## src/rtl/pe_load_pkg.sv

```systemverilog
// Shared encodings and operand widths for the PE scratchpad stream loader.
package pe_load_pkg;

  localparam int unsigned IACT_ADDR_W = 8;
  localparam int unsigned IACT_DATA_W = 13;
  localparam int unsigned WGHT_ADDR_W = 7;
  localparam int unsigned WGHT_DATA_W = 12;

  localparam logic TAG_ADDR = 1'b0;
  localparam logic TAG_DATA = 1'b1;

  typedef enum logic [2:0] {
    TOP_IDLE,
    TOP_CLEAR,
    TOP_STREAM,
    TOP_WAIT_FIN,
    TOP_DONE
  } top_state_e;

  typedef enum logic [1:0] {
    CH_IDLE,
    CH_ADDR,
    CH_DATA,
    CH_DRAIN
  } ch_state_e;

endpackage

```

## src/rtl/pe_spad_stream_loader_if.sv

```systemverilog
// Buffer read ports plus the PE scratchpad write side, as seen by the loader.
interface pe_spad_stream_loader_if
  import pe_load_pkg::*;
#(
  parameter int unsigned MEM_AW = 10
);

  logic                   iact_rd_en;
  logic [MEM_AW-1:0]      iact_rd_addr;
  logic [IACT_DATA_W-1:0] iact_rd_data;
  logic                   wght_rd_en;
  logic [MEM_AW-1:0]      wght_rd_addr;
  logic [WGHT_DATA_W-1:0] wght_rd_data;

  logic                   iact_address_in_valid;
  logic [IACT_ADDR_W-1:0] iact_address_in;
  logic                   iact_data_in_valid;
  logic [IACT_DATA_W-1:0] iact_data_in;
  logic                   weight_address_in_valid;
  logic [WGHT_ADDR_W-1:0] weight_address_in;
  logic                   weight_data_in_valid;
  logic [WGHT_DATA_W-1:0] weight_data_in;
  logic                   iact_write_fin_clear;
  logic                   weight_write_fin_clear;
  logic                   all_write_fin;

  modport master (
    output iact_rd_en, iact_rd_addr, wght_rd_en, wght_rd_addr,
    output iact_address_in_valid, iact_address_in, iact_data_in_valid, iact_data_in,
    output weight_address_in_valid, weight_address_in, weight_data_in_valid, weight_data_in,
    output iact_write_fin_clear, weight_write_fin_clear,
    input  iact_rd_data, wght_rd_data, all_write_fin
  );

  modport slave (
    input  iact_rd_en, iact_rd_addr, wght_rd_en, wght_rd_addr,
    input  iact_address_in_valid, iact_address_in, iact_data_in_valid, iact_data_in,
    input  weight_address_in_valid, weight_address_in, weight_data_in_valid, weight_data_in,
    input  iact_write_fin_clear, weight_write_fin_clear,
    output iact_rd_data, wght_rd_data, all_write_fin
  );

endinterface

```

## src/rtl/pe_csc_channel_tx.sv

```systemverilog
// One CSC operand channel: reads the address vector then the data vector and
// forwards each returned word to the matching PE port two cycles after its read.
module pe_csc_channel_tx
  import pe_load_pkg::*;
#(
  parameter int unsigned MEM_AW     = 10,
  parameter int unsigned LEN_W      = 8,
  parameter int unsigned ADDR_OUT_W = 8,
  parameter int unsigned DATA_W     = 13
) (
  input  logic                  clock,
  input  logic                  reset,
  input  logic                  start,
  input  logic [MEM_AW-1:0]     base,
  input  logic [LEN_W-1:0]      addr_len,
  input  logic [LEN_W-1:0]      data_len,
  output logic                  rd_en,
  output logic [MEM_AW-1:0]     rd_addr,
  input  logic [DATA_W-1:0]     rd_data,
  output logic                  addr_valid,
  output logic [ADDR_OUT_W-1:0] addr_out,
  output logic                  data_valid,
  output logic [DATA_W-1:0]     data_out,
  output logic                  idle_c
);

  ch_state_e             state_q, state_d;
  logic                  rd_en_q, rd_en_d;
  logic [MEM_AW-1:0]     rd_addr_q, rd_addr_d;
  logic [LEN_W-1:0]      cnt_q, cnt_d;
  logic                  tag_q, tag_d;
  logic                  vld_p_q, vld_p_d;
  logic                  tag_p_q, tag_p_d;
  logic                  addr_valid_q, addr_valid_d;
  logic [ADDR_OUT_W-1:0] addr_out_q, addr_out_d;
  logic                  data_valid_q, data_valid_d;
  logic [DATA_W-1:0]     data_out_q, data_out_d;

  // rd_en_q/rd_addr_q/tag_q describe the read issued in the current cycle.
  always_comb begin
    state_d   = state_q;
    rd_en_d   = 1'b0;
    rd_addr_d = rd_addr_q;
    cnt_d     = cnt_q;
    tag_d     = tag_q;
    case (state_q)
      CH_IDLE: if (start) begin
        if (addr_len != '0) begin
          state_d = CH_ADDR; rd_en_d = 1'b1; rd_addr_d = base;
          cnt_d = LEN_W'(addr_len - 1'b1); tag_d = TAG_ADDR;
        end else if (data_len != '0) begin
          state_d = CH_DATA; rd_en_d = 1'b1; rd_addr_d = base;
          cnt_d = LEN_W'(data_len - 1'b1); tag_d = TAG_DATA;
        end else begin
          state_d = CH_DRAIN;
        end
      end
      CH_ADDR: begin
        if (cnt_q != '0) begin
          rd_en_d = 1'b1; rd_addr_d = MEM_AW'(rd_addr_q + 1'b1);
          cnt_d = LEN_W'(cnt_q - 1'b1);
        end else if (data_len != '0) begin
          state_d = CH_DATA; rd_en_d = 1'b1; rd_addr_d = MEM_AW'(rd_addr_q + 1'b1);
          cnt_d = LEN_W'(data_len - 1'b1); tag_d = TAG_DATA;
        end else begin
          state_d = CH_DRAIN;
        end
      end
      CH_DATA: begin
        if (cnt_q != '0) begin
          rd_en_d = 1'b1; rd_addr_d = MEM_AW'(rd_addr_q + 1'b1);
          cnt_d = LEN_W'(cnt_q - 1'b1);
        end else begin
          state_d = CH_DRAIN;
        end
      end
      CH_DRAIN: state_d = CH_IDLE;
      default:  state_d = CH_IDLE;
    endcase

    vld_p_d      = rd_en_q;
    tag_p_d      = tag_q;
    addr_valid_d = vld_p_q && (tag_p_q == TAG_ADDR);
    data_valid_d = vld_p_q && (tag_p_q == TAG_DATA);
    addr_out_d   = addr_valid_d ? rd_data[ADDR_OUT_W-1:0] : addr_out_q;
    data_out_d   = data_valid_d ? rd_data : data_out_q;
  end

  always_ff @(posedge clock) begin
    if (reset) begin
      state_q      <= CH_IDLE;
      rd_en_q      <= 1'b0;
      rd_addr_q    <= '0;
      cnt_q        <= '0;
      tag_q        <= TAG_ADDR;
      vld_p_q      <= 1'b0;
      tag_p_q      <= TAG_ADDR;
      addr_valid_q <= 1'b0;
      addr_out_q   <= '0;
      data_valid_q <= 1'b0;
      data_out_q   <= '0;
    end else begin
      state_q      <= state_d;
      rd_en_q      <= rd_en_d;
      rd_addr_q    <= rd_addr_d;
      cnt_q        <= cnt_d;
      tag_q        <= tag_d;
      vld_p_q      <= vld_p_d;
      tag_p_q      <= tag_p_d;
      addr_valid_q <= addr_valid_d;
      addr_out_q   <= addr_out_d;
      data_valid_q <= data_valid_d;
      data_out_q   <= data_out_d;
    end
  end

  assign rd_en      = rd_en_q;
  assign rd_addr    = rd_addr_q;
  assign addr_valid = addr_valid_q;
  assign addr_out   = addr_out_q;
  assign data_valid = data_valid_q;
  assign data_out   = data_out_q;
  assign idle_c     = (state_q == CH_IDLE);

endmodule

```

## src/rtl/pe_spad_stream_loader.sv

```systemverilog
// Per load command: clears the PE write-fins of reloaded operands, streams the
// selected CSC vectors into the PE, then waits for all_write_fin before done.
module pe_spad_stream_loader
  import pe_load_pkg::*;
#(
  parameter int unsigned MEM_AW = 10,
  parameter int unsigned LEN_W  = 8
) (
  input  logic              clock,
  input  logic              reset,
  input  logic              start,
  input  logic              load_iact,
  input  logic              load_weight,
  input  logic [MEM_AW-1:0] iact_base,
  input  logic [LEN_W-1:0]  iact_addr_len,
  input  logic [LEN_W-1:0]  iact_data_len,
  input  logic [MEM_AW-1:0] wght_base,
  input  logic [LEN_W-1:0]  wght_addr_len,
  input  logic [LEN_W-1:0]  wght_data_len,
  pe_spad_stream_loader_if.master bus,
  output logic              busy,
  output logic              done
);

  top_state_e        state_q, state_d;
  logic              load_iact_q, load_iact_d, load_weight_q, load_weight_d;
  logic [MEM_AW-1:0] iact_base_q, iact_base_d, wght_base_q, wght_base_d;
  logic [LEN_W-1:0]  iact_alen_q, iact_alen_d, iact_dlen_q, iact_dlen_d;
  logic [LEN_W-1:0]  wght_alen_q, wght_alen_d, wght_dlen_q, wght_dlen_d;
  logic              fin_seen_q, fin_seen_d;
  logic              busy_q, busy_d, done_q, done_d;
  logic              iact_clr_q, iact_clr_d, wght_clr_q, wght_clr_d;
  logic              iact_start_c, wght_start_c, iact_idle_c, wght_idle_c;

  always_comb begin
    state_d       = state_q;
    load_iact_d   = load_iact_q;
    load_weight_d = load_weight_q;
    iact_base_d   = iact_base_q;
    iact_alen_d   = iact_alen_q;
    iact_dlen_d   = iact_dlen_q;
    wght_base_d   = wght_base_q;
    wght_alen_d   = wght_alen_q;
    wght_dlen_d   = wght_dlen_q;
    fin_seen_d    = fin_seen_q;
    iact_clr_d    = 1'b0;
    wght_clr_d    = 1'b0;
    case (state_q)
      TOP_IDLE: begin
        fin_seen_d = 1'b0;
        if (start) begin
          state_d       = TOP_CLEAR;
          load_iact_d   = load_iact;
          load_weight_d = load_weight;
          iact_base_d   = iact_base;
          iact_alen_d   = iact_addr_len;
          iact_dlen_d   = iact_data_len;
          wght_base_d   = wght_base;
          wght_alen_d   = wght_addr_len;
          wght_dlen_d   = wght_data_len;
          iact_clr_d    = load_iact;
          wght_clr_d    = load_weight;
        end
      end
      TOP_CLEAR: state_d = TOP_STREAM;
      // A fin seen while streaming is remembered so WAIT_FIN can leave at once.
      TOP_STREAM: begin
        if (bus.all_write_fin) fin_seen_d = 1'b1;
        if (iact_idle_c && wght_idle_c) state_d = TOP_WAIT_FIN;
      end
      TOP_WAIT_FIN: if (bus.all_write_fin || fin_seen_q) state_d = TOP_DONE;
      TOP_DONE:     state_d = TOP_IDLE;
      default:      state_d = TOP_IDLE;
    endcase
    busy_d = (state_d != TOP_IDLE);
    done_d = (state_d == TOP_DONE);
  end

  always_ff @(posedge clock) begin
    if (reset) begin
      state_q       <= TOP_IDLE;
      load_iact_q   <= 1'b0;
      load_weight_q <= 1'b0;
      iact_base_q   <= '0;
      iact_alen_q   <= '0;
      iact_dlen_q   <= '0;
      wght_base_q   <= '0;
      wght_alen_q   <= '0;
      wght_dlen_q   <= '0;
      fin_seen_q    <= 1'b0;
      busy_q        <= 1'b0;
      done_q        <= 1'b0;
      iact_clr_q    <= 1'b0;
      wght_clr_q    <= 1'b0;
    end else begin
      state_q       <= state_d;
      load_iact_q   <= load_iact_d;
      load_weight_q <= load_weight_d;
      iact_base_q   <= iact_base_d;
      iact_alen_q   <= iact_alen_d;
      iact_dlen_q   <= iact_dlen_d;
      wght_base_q   <= wght_base_d;
      wght_alen_q   <= wght_alen_d;
      wght_dlen_q   <= wght_dlen_d;
      fin_seen_q    <= fin_seen_d;
      busy_q        <= busy_d;
      done_q        <= done_d;
      iact_clr_q    <= iact_clr_d;
      wght_clr_q    <= wght_clr_d;
    end
  end

  // Channels launch on the CLEAR->STREAM edge so their first read lands in STREAM.
  assign iact_start_c = (state_q == TOP_CLEAR) && load_iact_q;
  assign wght_start_c = (state_q == TOP_CLEAR) && load_weight_q;

  pe_csc_channel_tx #(
    .MEM_AW(MEM_AW), .LEN_W(LEN_W), .ADDR_OUT_W(IACT_ADDR_W), .DATA_W(IACT_DATA_W)
  ) u_iact (
    .clock     (clock),
    .reset     (reset),
    .start     (iact_start_c),
    .base      (iact_base_q),
    .addr_len  (iact_alen_q),
    .data_len  (iact_dlen_q),
    .rd_en     (bus.iact_rd_en),
    .rd_addr   (bus.iact_rd_addr),
    .rd_data   (bus.iact_rd_data),
    .addr_valid(bus.iact_address_in_valid),
    .addr_out  (bus.iact_address_in),
    .data_valid(bus.iact_data_in_valid),
    .data_out  (bus.iact_data_in),
    .idle_c    (iact_idle_c)
  );

  pe_csc_channel_tx #(
    .MEM_AW(MEM_AW), .LEN_W(LEN_W), .ADDR_OUT_W(WGHT_ADDR_W), .DATA_W(WGHT_DATA_W)
  ) u_wght (
    .clock     (clock),
    .reset     (reset),
    .start     (wght_start_c),
    .base      (wght_base_q),
    .addr_len  (wght_alen_q),
    .data_len  (wght_dlen_q),
    .rd_en     (bus.wght_rd_en),
    .rd_addr   (bus.wght_rd_addr),
    .rd_data   (bus.wght_rd_data),
    .addr_valid(bus.weight_address_in_valid),
    .addr_out  (bus.weight_address_in),
    .data_valid(bus.weight_data_in_valid),
    .data_out  (bus.weight_data_in),
    .idle_c    (wght_idle_c)
  );

  assign bus.iact_write_fin_clear   = iact_clr_q;
  assign bus.weight_write_fin_clear = wght_clr_q;
  assign busy = busy_q;
  assign done = done_q;

endmodule
```

## src/flat_wrapper.sv

```systemverilog
// flat-port wrapper written by rule: the top's interface ports become plain ports
module pe_spad_stream_loader_flat import pe_load_pkg::*;
#(
  parameter int unsigned MEM_AW = 10,
  parameter int unsigned LEN_W  = 8
)
  (clock, reset, start, load_iact, load_weight, iact_base, iact_addr_len, iact_data_len, wght_base, wght_addr_len, wght_data_len, busy, done, bus_iact_rd_en, bus_iact_rd_addr, bus_wght_rd_en, bus_wght_rd_addr, bus_iact_address_in_valid, bus_iact_address_in, bus_iact_data_in_valid, bus_iact_data_in, bus_weight_address_in_valid, bus_weight_address_in, bus_weight_data_in_valid, bus_weight_data_in, bus_iact_write_fin_clear, bus_weight_write_fin_clear, bus_iact_rd_data, bus_wght_rd_data, bus_all_write_fin);
  pe_spad_stream_loader_if #(.MEM_AW(MEM_AW)) bus_i ();
  input  logic clock;
  input  logic reset;
  input  logic start;
  input  logic load_iact;
  input  logic load_weight;
  input  logic [MEM_AW-1:0] iact_base;
  input  logic [LEN_W-1:0] iact_addr_len;
  input  logic [LEN_W-1:0] iact_data_len;
  input  logic [MEM_AW-1:0] wght_base;
  input  logic [LEN_W-1:0] wght_addr_len;
  input  logic [LEN_W-1:0] wght_data_len;
  output logic busy;
  output logic done;
  output wire logic [$bits(bus_i.iact_rd_en)-1:0] bus_iact_rd_en;
  output wire logic [$bits(bus_i.iact_rd_addr)-1:0] bus_iact_rd_addr;
  output wire logic [$bits(bus_i.wght_rd_en)-1:0] bus_wght_rd_en;
  output wire logic [$bits(bus_i.wght_rd_addr)-1:0] bus_wght_rd_addr;
  output wire logic [$bits(bus_i.iact_address_in_valid)-1:0] bus_iact_address_in_valid;
  output wire logic [$bits(bus_i.iact_address_in)-1:0] bus_iact_address_in;
  output wire logic [$bits(bus_i.iact_data_in_valid)-1:0] bus_iact_data_in_valid;
  output wire logic [$bits(bus_i.iact_data_in)-1:0] bus_iact_data_in;
  output wire logic [$bits(bus_i.weight_address_in_valid)-1:0] bus_weight_address_in_valid;
  output wire logic [$bits(bus_i.weight_address_in)-1:0] bus_weight_address_in;
  output wire logic [$bits(bus_i.weight_data_in_valid)-1:0] bus_weight_data_in_valid;
  output wire logic [$bits(bus_i.weight_data_in)-1:0] bus_weight_data_in;
  output wire logic [$bits(bus_i.iact_write_fin_clear)-1:0] bus_iact_write_fin_clear;
  output wire logic [$bits(bus_i.weight_write_fin_clear)-1:0] bus_weight_write_fin_clear;
  input wire logic [$bits(bus_i.iact_rd_data)-1:0] bus_iact_rd_data;
  input wire logic [$bits(bus_i.wght_rd_data)-1:0] bus_wght_rd_data;
  input wire logic [$bits(bus_i.all_write_fin)-1:0] bus_all_write_fin;
  assign bus_iact_rd_en = bus_i.iact_rd_en;
  assign bus_iact_rd_addr = bus_i.iact_rd_addr;
  assign bus_wght_rd_en = bus_i.wght_rd_en;
  assign bus_wght_rd_addr = bus_i.wght_rd_addr;
  assign bus_iact_address_in_valid = bus_i.iact_address_in_valid;
  assign bus_iact_address_in = bus_i.iact_address_in;
  assign bus_iact_data_in_valid = bus_i.iact_data_in_valid;
  assign bus_iact_data_in = bus_i.iact_data_in;
  assign bus_weight_address_in_valid = bus_i.weight_address_in_valid;
  assign bus_weight_address_in = bus_i.weight_address_in;
  assign bus_weight_data_in_valid = bus_i.weight_data_in_valid;
  assign bus_weight_data_in = bus_i.weight_data_in;
  assign bus_iact_write_fin_clear = bus_i.iact_write_fin_clear;
  assign bus_weight_write_fin_clear = bus_i.weight_write_fin_clear;
  assign bus_i.iact_rd_data = bus_iact_rd_data;
  assign bus_i.wght_rd_data = bus_wght_rd_data;
  assign bus_i.all_write_fin = bus_all_write_fin;
  pe_spad_stream_loader #(.MEM_AW(MEM_AW), .LEN_W(LEN_W)) u_core (.clock(clock), .reset(reset), .start(start), .load_iact(load_iact), .load_weight(load_weight), .iact_base(iact_base), .iact_addr_len(iact_addr_len), .iact_data_len(iact_data_len), .wght_base(wght_base), .wght_addr_len(wght_addr_len), .wght_data_len(wght_data_len), .bus(bus_i), .busy(busy), .done(done));
endmodule
```

## config.mk

```make
export PLATFORM = sky130hd
export DESIGN_NAME = pe_spad_stream_loader_flat
export DESIGN_NICKNAME = d
export VERILOG_FILES = /design/src/rtl/pe_load_pkg.sv /design/src/rtl/pe_spad_stream_loader_if.sv /design/src/rtl/pe_csc_channel_tx.sv /design/src/rtl/pe_spad_stream_loader.sv /design/src/flat_wrapper.sv
export SDC_FILE = /design/constraint.sdc
export NUM_CORES = 1
export LEC_CHECK = 0
export CORE_MARGIN = 4
export CORE_UTILIZATION = 30
export CTS_CLUSTER_DIAMETER = 50
export DETAILED_ROUTE_END_ITERATION = 10
export GPL_TIMING_DRIVEN = 0
export PLACE_DENSITY_LB_ADDON = 0.2
export SYNTH_ARGS = -nofsm -noshare
export SYNTH_HDL_FRONTEND = slang
export SYNTH_SLANG_ARGS = --single-unit
```

## constraint.sdc

```tcl
create_clock -name clock -period 6.2 [get_ports clock]
set_clock_uncertainty 0.1 [all_clocks]
set_input_delay 0.93 -clock clock [delete_from_list [all_inputs] [get_ports clock]]
set_output_delay 0.93 -clock clock [all_outputs]
set_load 0.005 [all_outputs]
```

After elaboration in Yosys (flattened, before gate mapping)
Index checks and enable logic that the tools add are counted.

storage, ports and cells
  flip-flop bits (word level) = 154
  bits of input ports = 83
  output and inout port bits = 70
  word-level logic and storage cells = 171

cells by class
  add/sub/neg operators = 8
  eq/ne operators = 23
  muxes and demuxes = 66
  bitwise logic cells = 4
  reductions and logical operators = 34

operators by type and width
  kind                   count
  $mux 10                12
  $mux 8                 10
  $pmux 10 s3            2
  $pmux 8 s3             2
  $reduce_bool 8->1      6
  $sub 8x1->8 const B    6
  $mux 1                 21
  $add 10x1->10 const B  2
  $reduce_and 3->1       6
  $mux 2                 8
  $ne 2x2->1 const B     8
  $pmux 2 s4             2
  $ne 3x3->1 const B     4
  $pmux 3 s4             1
  $reduce_and 5->1       2
  $mux 3                 3
  $reduce_bool 3->1      3
  $eq 2x2->1 const B     4
  $logic_and 1x1->1      7
  $eq 3x2->1 const B     2
  $pmux 1 s2             3
  $pmux 1 s3             2
  $reduce_bool 2->1      3
  $eq 2x1->1 const B     2
  9 further kinds        14

Depth between registers and ports, before layout
  depth after elaboration = 5
  mapped depth = 12
  gate-level depth less buffers = 8

Hierarchy
From an unflattened synthesis, not the netlist that was laid out.

second synthesis, totals
  cells, all modules = 1,021
  area total of the unflattened synthesis = 8,119.0 um^2

by module, submodules not included
  module                             instances  cells each  area each (um^2)  sequential area each (um^2)
  pe_csc_channel_tx (u_core.u_iact)  1          380         2,979.1           940.9
  pe_csc_channel_tx (u_core.u_wght)  1          374         2,917.8           900.9
  pe_spad_stream_loader              1          267         2,222.1           1,241.2

Worst setup path before layout
Ideal clock, no wire load.

  path type = reg-to-reg
  from = register u_core.u_wght.cnt_q[2]
  to = register u_core.u_wght.rd_addr_q[0] (netlist: u_core.u_wght.rd_addr[0])
  setup time = 0.132 ns
  arrival time = 2.175 ns
  required time = 5.968 ns
  setup slack = 3.792 ns
  cell stages (with the launch flop) = 10
  buffers on the path = 3
  clock period less this slack = 2.408 ns
  cells stage by stage = dfxtp_1 > buf_6 > or4_4 > or4b_4 > buf_6 > o221ai_4 > buf_6 > nor3b_1 > a21oi_1 > a21oi_1

on the way
  word-level cells in the longest chain between the ends = 3
  elaborated cells between the ends (all ways) = 6
  classes of those cells = 2 x eq/ne; 2 x mux; 2 x reduce/logical

RTL lines
  item                                                                     RTL line                                          source
  start: declaration                                                       pe_csc_channel_tx.sv:30                           logic [LEN_W-1:0] cnt_q, cnt_d;
  start signal: assignment                                                 pe_csc_channel_tx.sv:106                          cnt_q <= cnt_d;
  $reduce_bool 8->1 (*)                                                    pe_csc_channel_tx.sv:59, pe_csc_channel_tx.sv:70
  $ne 3x3->1 (no source line), or another cell as far along                --
  $reduce_and 5->1 (no source line) / $pmux 10 s3 (equally long branches)  --
  end signal: assignment                                                   pe_csc_channel_tx.sv:105                          rd_addr_q <= rd_addr_d;
  end: declaration                                                         pe_csc_channel_tx.sv:29                           logic [MEM_AW-1:0] rd_addr_q, rd_addr_d;

Mark *: on every way between the ends. The rest lies on a longest branch, timed or not.
A chain may end at the register's enable or synchronous reset.

Worst setup path in the final report
  from = register u_core.wght_dlen_q[0]
  to = register u_core.u_wght.rd_addr_q[0] (netlist: u_core.u_wght.rd_addr[0])

on the way
  word-level cells in the longest chain between the ends = 3
  elaborated cells between the ends (all ways) = 4
  classes of those cells = 2 x eq/ne; 2 x reduce/logical

RTL lines
  item                                   RTL line                                          source
  start: declaration                     pe_spad_stream_loader.sv:29                       logic [LEN_W-1:0] wght_alen_q, wght_alen_d, wght_dlen_q, wght_dlen_d;
  start signal: assignment               pe_spad_stream_loader.sv:104                      wght_dlen_q <= wght_dlen_d;
  $reduce_bool 8->1 (*)                  pe_csc_channel_tx.sv:51, pe_csc_channel_tx.sv:62
  $ne 3x3->1 (no source line)            --
  $reduce_and 5->1 (no source line) (*)  --

Marked as above.

==> results.json <==
{
  "total_leakage_power_nw": 3.675,
  "cts_resized": 0,
  "relSlewSlack_pct": 18.00,
  "nets": 1284,
  "cts_tree": "done",
  "grt_max_degree": 17,
  "power_density_mw_per_mm2": 366.8,
  "synth.cell_area_mm2": 0.007880,
  "setup_violations": 0,
  "finalCritPeriodShare_pct": 52.89,
  "drt_wl_total_mm": 26.71,
  "tns_ns": 0,
  "drt_iter0_markers": 525,
  "holdCritPathClass": "reg -> reg",
  "tightest_slew_ns": 1.213,
  "ys_seq_area_share_pct": 39.12,
  "clk_latency_ns": 0.43,
  "cpPeakStageDelay_ns": 0.98,
  "dpl.hpwl_mm": 19.89,
  "fp.coreArea_mm2": 0.02598,
  "antenna_left": 0,
  "yosysTopAreaCellShare_pct": 39.12,
  "p_sw_w": 0.001476,
  "crit_fanout": 10,
  "crit_chain": "inv_1, ha_1, nor4b_1, nand4_1, o221ai_4, buf_6, nor3b_1, a21oi_1, a21oi_1",
  "drive_gt1_share_pct": 5.868,
  "io_buffers": 152,
  "clk_pin_slew_worst_paths_ns": 0.07,
  "required_ns": 6.37,
  "cts_setup_buffers": 0,
  "cts.sinks": 154,
  "maxSlewViolCount": 0,
  "fmax_ghz": 0.3050,
  "dieArea_mm2": 0.02892,
  "drv_cap": 0,
  "drcViolationCount": 0,
  "place_congestion": 0.9017,
  "p_seq_share_pct": 32.7,
  "p_comb_share_pct": 39.1,
  "rsz0062_at_grt": "no",
  "rows": 59,
  "cp-end-kind": "register",
  "synthDistinctLibCells": 72,
  "cts_hold_buffers": 0,
  "numCtsBuffers": 17,
  "slowest_stage": "nor4b_1",
  "start_util_pct": 30.33,
  "synth_area_leaders": "dfxtp_1 (39%), nand2_1 (10%), a21oi_1 (8.9%)",
  "grt_pass1_vias": 7332,
  "ctsLongestPathBuffers": 2,
  "via_per_inst": 5.113,
  "intPower_w": 0.002351,
  "ys_warn_count": 0,
  "routedWlPerCell_um": 17.48,
  "n_fill_cell": 2717,
  "yosysMostFrequentCell": "nand2_1",
  "cp_common_cell": "a21oi_1",
  "antenna_found_initial": 1,
  "die_w_um": 170.1,
  "drt-pass1-iter-count": 5,
  "synth_edf_count": 0,
  "critical_path_arrival_ns": 3.45,
  "synth_nets": 1113,
  "grt.overflow.total": 0,
  "n_antenna_cell": 0,
  "syn_to_final_growth_pct": 32.42,
  "async_flop_share_pct": 0,
  "yosys-top-cells-count": "nand2_1 (210), dfxtp_1 (154), a21oi_1 (140)",
  "synth_seq_cells": 154,
  "num_vias": 7813,
  "die_h_um": 170.1,
  "grt_usage_pct": 17.89,
  "grt_first_pass_wirelength_mm": 40.96,
  "outcome": "complete, no violations",
  "htreeDepth": 4,
  "synthCells": 1009,
  "synth.avg_cell_area_um2": 7.810,
  "holdWs_ns": 0.3532,
  "synth_top_area_cell": "dfxtp_1",
  "critical_path_class": "reg -> reg",
  "post-route-min-period_ns": 3.279,
  "cts_root_buf": "clkbuf_16",
  "whs_path_depth": 2,
  "vdd_drop_max_v": 0.0001608,
  "final_hold_viol_count": 0,
  "clock_power_share_pct": 28.2,
  "ys.flop_type": "dfxtp_1",
  "swShare_pct": 38.58,
  "cp-start-kind": "register",
  "io_pins": 153,
  "reg2reg_depth": 9
}
## cell usage in the layout (no fill, tap or decap), types with 5 or more instances in the layout
master	netlist	layout
nand2_1	210	210
dfxtp_1	154	154
clkdlybuf4s50_1	0	152
a21oi_1	140	140
nor2_1	68	68
clkbuf_1	47	47
inv_1	30	30
o21ai_0	30	30
nor3_1	28	27
a211oi_1	23	23
mux2i_1	23	23
nand2b_1	21	21
ha_1	21	21
clkbuf_16	0	17
nand3_1	13	13
o32ai_1	13	13
or3_1	11	11
xnor2_1	11	11
o22ai_1	10	10
nor2b_1	10	10
a31oi_1	9	9
xor2_1	9	9
nor3b_1	8	8
nand4_1	6	6
buf_2	5	5
a21o_1	5	5
nor4b_1	5	5
buf_6	5	5
a311oi_1	5	5
buf_1	5	5
o211ai_1	5	5
## layer usage
layer / part of all wire [%] / global-route usage [%] / vias to the layer above
met5: 0.064 / 0 / -
met4: 1.2 / 4.896 / 2
met3: 7.4 / 3.670 / 30
met2: 42 / 26.86 / 276
met1: 49 / 26.05 / 3624
li1: - / - / 3881
## path summary, 6_finish.rpt
kind                                                          from                               endpoint  slack, ns
worst max-delay path            u_core.wght_dlen_q[0]$_SDFFE_PP0P_  u_core.u_wght.rd_addr[0]$_SDFFE_PP0P_       2.92
worst min-delay path            u_core.wght_base_q[1]$_SDFFE_PP0P_     u_core.wght_base_q[1]$_SDFFE_PP0P_       0.35
worst max register to register  u_core.wght_dlen_q[0]$_SDFFE_PP0P_  u_core.u_wght.rd_addr[0]$_SDFFE_PP0P_       2.92
worst min register to register  u_core.wght_base_q[1]$_SDFFE_PP0P_     u_core.wght_base_q[1]$_SDFFE_PP0P_       0.35
## power by group through the flow
stage | clock network (W) | registers (W) | logic, W
after floorplan | 0 | 0.00123 | 0.00104
after global placement | 0 | 0.00127 | 0.00148
after detailed placement | 0 | 0.00127 | 0.00148
after CTS | 0.00110 | 0.00125 | 0.00149
after global routing | 0.00115 | 0.00127 | 0.00165
final | 0.00108 | 0.00125 | 0.00150
## cell families (layout without fill, tap and decap cells)
group,count (synthesis),after routing,share of synthesized area [%]
simple gates,414,414,24.50
compound gates,278,278,21.93
flops,154,154,39.12
buf+inv,98,282,5.827
mux,24,24,3.064
fa+ha+maj,21,21,3.334
xor+xnor,20,20,2.223
## worst max-delay path, delay by kind of cell (launching register included)
family / cells / cell delay, ns
compound gates: 3 / 0.56
flops: 1 / 0.42
buf+inv: 2 / 0.31
simple gates: 3 / 1.52
fa+ha+maj: 1 / 0.19
## per-stage QoR
step	std cells	util [%]	setup slack (ns)	instance area (um^2)	power (W)
2_1_floorplan	1009	-	3.792	7880	0.002267
3_3_place_gp	1496	37.79	2.456	9821	0.002744
3_5_place_dp	1496	37.81	2.812	9826	0.002750
4_1_cts	1528	40.16	2.837	10440	0.003840
5_1_grt	1528	40.16	2.675	10440	0.004063
6_report	1528	40.16	2.921	10440	0.003827
## registers in the layout (all words and copies together), names as in the netlist, 2 cells and up
register	flops
u_core.u_iact.data_out	13
u_core.u_wght.data_out	12
u_core.iact_base_q	10
u_core.u_iact.rd_addr	10
u_core.u_wght.rd_addr	10
u_core.wght_base_q	10
u_core.iact_alen_q	8
u_core.iact_dlen_q	8
u_core.u_iact.addr_out	8
u_core.u_iact.cnt_q	8
u_core.u_wght.cnt_q	8
u_core.wght_alen_q	8
u_core.wght_dlen_q	8
u_core.u_wght.addr_out	7
u_core.state_q	3
u_core.u_iact.state_q	2
u_core.u_wght.state_q	2
## area by class of cell
class | count | area (um^2) | share of cell area [%]
well taps | 335 | 419.2 | 4.017
plain buffers | 68 | 346.6 | 3.321
flip-flops and latches | 154 | 3083 | 29.54
multi-input cells | 757 | 4343 | 41.62
clock buffers | 17 | 425.4 | 4.077
repair buffers | 152 | 1521 | 14.58
clock inverters | 15 | 183.9 | 1.763
inverters | 30 | 112.6 | 1.079
(Power assumes the default switching activity.)
